===== src/rtl/instr_fetch_pc.sv =====
// PC / fetch sequencer in front of the two-cycle instruction ROM; tags decode outputs with PC and valid.
// Optional halt-on-zero-word behaviour is built only when INSTR_FETCH_HALT_EN is defined.
module instr_fetch_pc #(
  parameter logic [7:0] RESET_PC = 8'd4,
  parameter logic [7:0] PC_STEP  = 8'd4
) (
  input  logic        clk,
  input  logic        rst,
  input  logic        stall,
  input  logic        branch_taken,
  input  logic [7:0]  branch_pc,
  input  logic [11:0] branch_imm,
  input  logic [31:0] instr_in,
  output logic [7:0]  address,
  output logic [7:0]  pc_tag,
  output logic        instr_valid,
  output logic        halted,
  output logic        fsm_state
);

  // Handshake: none. stall and branch_taken are single-cycle level requests
  // sampled every rising edge; branch_taken wins over stall in the same cycle.

  typedef enum logic {RUN = 1'b0, HALT = 1'b1} state_t;

  state_t      state_q, state_d;
  logic [7:0]  addr_d;
  logic        issue;
  logic        squash;
  logic        s0_v, s1_v;
  logic [7:0]  s0_pc, s1_pc;
  logic [7:0]  br_target;
  logic        unused_bits;

  // Only the low 8 bits of the sign-extended offset survive the modulo-256 add.
  assign br_target = branch_pc + {branch_imm[6:0], 1'b0};

`ifdef INSTR_FETCH_HALT_EN
  logic halt_hit;
  assign halt_hit    = instr_valid && (instr_in == 32'h0);
  assign unused_bits = ^branch_imm[11:7];
`else
  assign unused_bits = ^{branch_imm[11:7], instr_in};
`endif

  always_comb begin
    state_d = state_q;
    addr_d  = address;
    issue   = 1'b0;
    squash  = 1'b0;
    case (state_q)
      RUN: begin
`ifdef INSTR_FETCH_HALT_EN
        // The zero word halts fetch; younger fetches behind it are discarded.
        if (halt_hit) begin
          state_d = HALT;
          squash  = 1'b1;
        end else
`endif
        if (branch_taken) begin
          addr_d = br_target;
          squash = 1'b1;
        end else if (!stall) begin
          addr_d = address + PC_STEP;
          issue  = 1'b1;
        end
      end
      default: begin
        state_d = state_q;
      end
    endcase
  end

  always_ff @(posedge clk) begin
    if (rst) begin
      state_q <= RUN;
      address <= RESET_PC;
      s0_v    <= 1'b0;
      s0_pc   <= 8'd0;
      s1_v    <= 1'b0;
      s1_pc   <= 8'd0;
    end else begin
      state_q <= state_d;
      address <= addr_d;
      s0_v    <= issue;
      s0_pc   <= address;
      s1_v    <= s0_v & ~squash;
      s1_pc   <= s0_pc;
    end
  end

  assign instr_valid = s1_v;
  assign pc_tag      = s1_pc;
  assign fsm_state   = state_q;

`ifdef INSTR_FETCH_HALT_EN
  assign halted = (state_q == HALT);
`else
  assign halted = 1'b0;
`endif

endmodule


===== config.mk =====
export PLATFORM = sky130hd
export DESIGN_NAME = instr_fetch_pc
export DESIGN_NICKNAME = d
export VERILOG_FILES = /design/src/rtl/instr_fetch_pc.sv
export SDC_FILE = /design/constraint.sdc
export NUM_CORES = 1
export LEC_CHECK = 0
export ABC_AREA = 1
export CORE_MARGIN = 4
export CORE_UTILIZATION = 25
export CTS_CLUSTER_SIZE = 10
export DETAILED_ROUTE_END_ITERATION = 10
export GPL_TIMING_DRIVEN = 0
export HOLD_SLACK_MARGIN = 0.03
export PLACE_DENSITY_LB_ADDON = 0.3
export SLEW_MARGIN = 20
export SYNTH_ARGS = -nofsm -noshare
export SYNTH_HDL_FRONTEND = slang
export SYNTH_SLANG_ARGS = --single-unit

===== constraint.sdc =====
create_clock -name clk -period 2.4 [get_ports clk]
set_input_delay 0.36 -clock clk [delete_from_list [all_inputs] [get_ports clk]]
set_output_delay 0.36 -clock clk [all_outputs]
set_load 0.05 [all_outputs]

-- Yosys cells after proc, flatten, opt, wreduce, memory -nomap -nowiden
Cells that the tools add are included.
- output and inout bits: 19
- bits of input ports: 56
- register bits after elaboration: 26
- mux-type cells: 4
- reduce and logical (&&, ||, !) cells: 1
- bitwise logic cells: 2
- add/sub/neg operators: 2
- eq/ne operators: 1
- operators with widths (cell ; count):
    $mux 8 ; 2
    $add 8x3->8 const B ; 1
    $add 8x8->8 ; 1
    $mux 1 ; 2
    $ne 2x1->1 const B ; 1
    $reduce_or 2->1 ; 1
    $and 1x1->1 ; 1
    $not 1->1 ; 1

-- Depth between registers and ports, before layout
Gate-level depths: netlist of run 1.
- depth after elaboration: 3
- depth in mapped cells: 9

-- Worst setup path after synthesis of run 1
Ideal clock, no wire load.
- path type: input to register
- start: in branch_pc[1]
- end: reg address[5]
- slack: 876 ps
- path buffers: 0
- stages: 9
- library setup time: 113 ps
- arrival: 1411 ps
- cell sequence: ha_1 -> fa_1 -> nand2_1 -> nand2_1 -> and2_1 -> nand2_1 -> nand2_1 -> nor2_1 -> nor2_1
- word-level cells in the longest chain between the ends: 2
- ends and longest elaborated chain (what ; RTL line ; text):
    start: declaration ; 11 ; input logic [7:0] branch_pc,
    $add 8x8->8 ; 36 ; assign br_target = branch_pc + {branch_imm[6:0], 1'b0};
    $mux 8 ; 60 ; if (branch_taken) begin
    end signal: assignment ; 84 ; address <= addr_d;
    end: declaration ; 14 ; output logic [7:0] address,
Every way passes these cells.
A chain may end at the register's enable or synchronous reset.

-- Worst setup path in the final report of run 1
- start: reg address[4]
- end: out address[4]
No word-level cell between the ends.

==> flow_summary_export.csv, run 1 <==
group,metric,value,unit
cts,cts_root_buf,"clkbuf_8",
power,power_frac_comb,0.263,
cts,tritoncts,"yes",
yosys,yosys_most_used_dff,"dfxtp_1",
setup_path,slowest_stage,"clkdlybuf4s50_1",
yosys,synth_cell_types,24,
min_path,hp-start,"branch_taken",
power,p_clk_frac,0.269,
floorplanning,dieArea,0.00596,mm2
cts,clock_sinks,26,
route,wire_per_inst,9.42,um
route,vias,998,
cts,post_cts_buffers,0,
min_path,min_path_cells,2,
timing,min_period,1.94,ns
cts,htree_levels,1,
power,switching_power,0.308,mW
timing,setup_slack,0.465,ns
power,p_seq_frac,0.469,
route,drc,0,
power,p_leak,0.746,nW
route,drtIter0Drc,60,
yosys,ys_ff_latch,26,
timing,period_share,0.806,
setup_path,ff2ff_setup_slack,1.19,ns
place,port_buffers,34,
power,pwr_density_cell,615,mW/mm2
finish,final_layout_size_suffix_gt1_frac,0.0863,
cts,clockBufferDepth,2,
run,maxCapViolations,0,
setup_path,crit_chain,"clkdlybuf4s50_1",
global_route,grt_max_degree,15,
timing,skew,0.00135,ns
timing,hold_slack,0.397,ns
setup_path,crit_arrival,1.58,ns
setup_path,critPathLaunchType,"flop",
finish,nets,262,
yosys,synth_area,0.00120,mm2
min_path,min_delay_worst_endpoint,"s0_v$_SDFF_PP0_",
setup_path,critPathTopFamily,"buffers and inverters",
global_route,grt_overflow,0,
timing,setup_viol,0,
power,p_int,0.712,mW
route,met1_length,1.19,mm
place,place_congestion,0.817,
global_route,grt_pass1_vias,844,
setup_path,required,2.04,ns
timing,hold_viol,0,
timing,maxSlewViolCount,0,
global_route,track_usage,0.0801,
yosys,ys_async_sr_fraction,0,
yosys,ys_top_cells_by_count,"dfxtp_1 (26), inv_1 (26), nor2_1 (24)",
setup_path,worstSetupPathType,"flop to output pin",
floorplanning,rows,24,
timing,tightestPinTransition,0.507,ns
yosys,synth_top_area_share,0.435,
min_path,min_path_type,"primary input to flop",
route,wl_met3,141,um
global_route,grt_pass1_wl,3.88,mm
finish,diodes,0,
finish,area_delta_synth_final,38.8,%
yosys,postSynthCellCount,158,
finish,final_cell_area,0.00166,mm2
timing,setup_tns,0,ns
yosys,synth_top_area_cell,"dfxtp_1",
yosys,syn_avg_cell_area,7.57,um2
floorplanning,die_y,77.2,um
timing,rsz0062_at_grt,"no",
cts,postCtsHoldBufs,0,
timing,max_freq,517,MHz
yosys,synth_edf_count,0,
route,dr_wl_met2,1.00,mm
setup_path,critPathMaxStageDelay,0.85,ns
setup_path,worstReg2RegStart,"address[2]$_SDFFE_PP1N_",
setup_path,cp-end-kind,"output pin",
cts,clk_pin_slew,0.08,ns
floorplanning,start_util,0.266,
place,place_area,0.00161,mm2
power,switching_share,0.302,
yosys,synthTopCellsByArea,"dfxtp_1 (44%), inv_1 (8.2%), nor2_1 (7.5%), ha_1 (7.3%), nand2_1 (6.9%)",
setup_path,ff2ff_path_depth,5,
floorplanning,die_w,77.2,um
cts,clkLatencyLatePin,0.26,ns
power,power,1.02,mW
cts,cts_made_buffers,3,
timing,relSlewSlack,0.661,
place,place_ws,0.343,ns
floorplanning,fp.coreArea,0.00450,mm2
route,avgViaCountPerCell,4.01,
yosys,yosysSeqAreaShare,0.435,
yosys,yosys_warnings,0,
route,first_pass_iters,4,
setup_path,path_max_fanout,6,
setup_path,r2r_end,"address[6]$_SDFFE_PP0N_",
place,dp_hpwl,1.88,mm
cts,ctsResizeCount,0,
route,drt_wl_total,2.35,mm
setup_path,worst-path-buf-inv,1,
route,routed.top_layer,"met4",
route,ant_nets,0,
global_route,grt_antenna_before_repair,0,
status,status,"finished, final reports clean",
power,ir_drop,0.000189,V
floorplanning,ios,75,
==> final cells by class <==
cell class / count / area (um2)
clock buffer: 4 / 55.1
multi-input combinational: 98 / 529
inverter: 29 / 109
timing repair buffer: 34 / 340
tap: 52 / 65.1
sequential: 26 / 520
fill: 493 / 2840
buffer: 6 / 41.3
==> through the flow <==
step / utilization / instances
2_1_floorplan: - / 159
3_3_place_gp: 0.356 / 245
3_5_place_dp: 0.356 / 245
4_1_cts: 0.369 / 249
5_1_grt: 0.369 / 249
6_report: 0.369 / 249
==> cell families (layout without fill, tap and decap cells) <==
family          Yosys count  after routing  share of synthesized area
fa+ha+maj                 8              8                     0.0900
buf+inv                  35             73                      0.126
flops                    26             26                      0.435
compound gates           22             22                     0.0983
xor+xnor                  5              5                     0.0366
simple gates             61             61                      0.211
other cells               1              2                    0.00314
==> routing by layer <==
metal	GRT usage	vias to the layer above
met1	0.103	402
met3	0.0187	2
li1	-	561
met2	0.134	33
met4	0.0214	0
met5	0	-
==> state kept, by name (all words and copies together), names as in the netlist <==
| signal | count |
|---|---|
| pc_tag | 8 |
| s0_pc | 8 |
| address | 8 |
| s0_v | 1 |
| instr_valid | 1 |
==> cell usage in the layout (no fill, tap or decap), types with 3 or more instances in the layout <==
| master | synthesis | routed |
|---|---|---|
| dfxtp_1 | 26 | 26 |
| ha_1 | 7 | 7 |
| a21oi_1 | 8 | 8 |
| nand2_1 | 22 | 22 |
| clkdlybuf4s50_1 | 0 | 34 |
| clkbuf_8 | 0 | 4 |
| o21ai_0 | 4 | 4 |
| inv_1 | 26 | 26 |
| o21ai_1 | 7 | 7 |
| xor2_1 | 4 | 4 |
| buf_2 | 3 | 3 |
| nor2_1 | 24 | 24 |
| inv_2 | 3 | 3 |
| nand3_1 | 9 | 9 |
==> worst max path at each step <==
stage,start,end,slack [ns],cells after the start
2_1_floorplan,branch_pc[1],address[5]$_SDFFE_PP0N_,0.88,9
3_3_place_gp,branch_pc[1],address[5]$_SDFFE_PP0N_,0.36,10
3_5_place_dp,branch_pc[1],address[5]$_SDFFE_PP0N_,0.34,10
4_1_cts,address[4]$_SDFFE_PP0N_,address[4],0.45,1
5_1_grt,address[4]$_SDFFE_PP0N_,address[4],0.40,1
6_report,address[4]$_SDFFE_PP0N_,address[4],0.46,1
==> power by group through the flow <==
stage               registers (mW)  clock network [mW]  logic [mW]
finish                       0.478               0.274       0.268
CTS                          0.478               0.286       0.270
detailed placement           0.488                   0       0.269
global placement             0.488                   0       0.266
floorplan                    0.550                   0       0.115
global route                 0.482               0.307       0.295
Note: power is estimated with default switching activity, not from simulation.
==> run 2, diff against run 1 <==
==> constraint.sdc (replaced) <==
create_clock -name clk -period 1.8 [get_ports clk]
set_input_delay 0.27 -clock clk [delete_from_list [all_inputs] [get_ports clk]]
set_output_delay 0.27 -clock clk [all_outputs]
set_load 0.05 [all_outputs]
==> flow_summary_export.csv, run 2 (synthesis results as in run 1) <==
group,metric,value,unit
power,power,1.35,mW
finish,mostFrequentLayoutCells,"clkdlybuf4s50_1 (30), inv_1 (26), dfxtp_1 (26)",
cts,postCtsHoldBufs,0,
timing,setup_viol,0,
floorplanning,fp.coreArea,0.00450,mm2
setup_path,ff2ff_setup_slack,0.59,ns
floorplanning,start_util,0.266,
route,vias,998,
setup_path,worstSetupPathType,"flop to output pin",
floorplanning,die_w,77.2,um
global_route,grt_pass1_vias,844,
place,place_area,0.00161,mm2
setup_path,required,1.53,ns
global_route,grt_overflow,0,
place,dp_hpwl,1.88,mm
cts,post_cts_buffers,0,
setup_path,critPathLaunchType,"flop",
setup_path,slowest_stage,"clkdlybuf4s50_1",
min_path,min_delay_worst_endpoint,"s0_v$_SDFF_PP0_",
finish,multi_input_area,529,um2
power,p_leak,0.755,nW
min_path,min_path_type,"primary input to flop",
route,first_pass_iters,4,
global_route,grt_max_degree,15,
min_path,min_path_cells,2,
cts,clk_pin_slew,0.08,ns
timing,relSlewSlack,0.663,
global_route,use_met1,0.103,
timing,min_period,1.74,ns
timing,skew,0.00135,ns
global_route,busiest_layer,"met2",
cts,ctsResizeCount,4,
global_route,grt_use_met3,0.0187,
place,place_congestion,0.817,
route,wire_per_inst,9.43,um
power,pwr_density_cell,818,mW/mm2
timing,setup_tns,0,ns
place,place_inst,245,
global_route,track_usage,0.0801,
finish,instances_no_fill,249,
timing,max_freq,573,MHz
setup_path,critPathMaxStageDelay,0.82,ns
cts,clock_sinks,26,
cts,cts_made_buffers,3,
route,drtIter0Drc,60,
timing,tightestPinTransition,0.503,ns
cts,clkLatencyLatePin,0.26,ns
setup_path,critical_path_depth,1,
setup_path,path_max_fanout,4,
min_path,hp-start,"branch_taken",
global_route,use_met2,0.134,
timing,hold_viol,0,
cts,clockBufferDepth,2,
finish,seq_area,520,um2
cts,htree_levels,1,
finish,area_delta_synth_final,38.4,%
setup_path,worstReg2RegStart,"address[2]$_SDFFE_PP1N_",
finish,diodes,0,
run,maxCapViolations,0,
setup_path,cp-end-kind,"output pin",
floorplanning,ios,75,
finish,final_common_cell,"clkdlybuf4s50_1",
route,drc,0,
global_route,grt_pass1_wl,3.88,mm
finish,final_layout_size_suffix_gt1_frac,0.0863,
setup_path,critPathTopFamily,"buffers and inverters",
timing,rsz0062_at_grt,"no",
floorplanning,rows,24,
timing,period_share,0.969,
setup_path,ff2ff_path_depth,5,
power,ir_drop,0.000252,V
setup_path,worst-path-buf-inv,1,
route,drt_wl_total,2.35,mm
timing,maxSlewViolCount,0,
finish,nFillCells,495,
finish,final_cell_area,0.00166,mm2
cts,tritoncts,"yes",
cts,cts_root_buf,"clkbuf_8",
place,port_buffers,34,
route,ant_nets,0,
floorplanning,die_y,77.2,um
route,avgViaCountPerCell,4.01,
floorplanning,dieArea,0.00596,mm2
setup_path,r2r_end,"address[6]$_SDFFE_PP0N_",
status,status,"finished, final reports clean",
finish,nets,262,
setup_path,crit_chain,"clkdlybuf4s50_1",
setup_path,crit_arrival,1.47,ns
global_route,grt_antenna_before_repair,0,
[run 2: cell count changes in the layout (fill, tap and decap cells not counted)]
| cell | previous run | this run |
|---|---|---|
| clkdlybuf4s50_1 | 34 | 30 |
| dlygate4sd2_1 | 0 | 4 |
[run 2: how the worst max path moves through the flow]
stage | startpoint | to | slack (ns)
final | address[6]$_SDFFE_PP0N_ | address[6] | 0.06
after global routing | address[7]$_SDFFE_PP0N_ | address[7] | 0.006
after CTS | address[7]$_SDFFE_PP0N_ | address[7] | 0.05
after floorplan | address[2]$_SDFFE_PP1N_ | address[6]$_SDFFE_PP0N_ | 0.30
after detailed placement | branch_pc[1] | address[5]$_SDFFE_PP0N_ | -0.17
after global placement | branch_pc[1] | address[5]$_SDFFE_PP0N_ | -0.15
[run 2: where the power goes]
| group | switching [mW] | leakage [nW] | internal (mW) |
|---|---|---|---|
| Combinational | 0.214 | 0.513 | 0.136 |
| Sequential | 0.0254 | 0.214 | 0.612 |
| Clock | 0.171 | 0.0288 | 0.195 |
[run 2: layout make-up]
class	instances	share of cell area
Inverter	29	0.0658
Tap cell	52	0.0393
Multi-Input combinational cell	98	0.320
Clock buffer	4	0.0333
Sequential cell	26	0.314
Timing Repair Buffer	34	0.203
Buffer	6	0.0249
[run 2: per-layer routing]
layer  share of wire  up-vias
li1                -      561
met1            0.51      402
met2            0.43       33
met3           0.060        2
met4          0.0055        0
met5               0        -
[run 2: through the flow]
stage | hold WS (ns) | setup WS (ns) | utilization
final | 0.307 | 0.0553 | 0.368
after global routing | 0.318 | 0.00565 | 0.368
after CTS | 0.310 | 0.0482 | 0.368
after detailed placement | 0.393 | -0.167 | 0.356
after global placement | 0.389 | -0.152 | 0.356
after floorplan | 0.347 | 0.295 | -
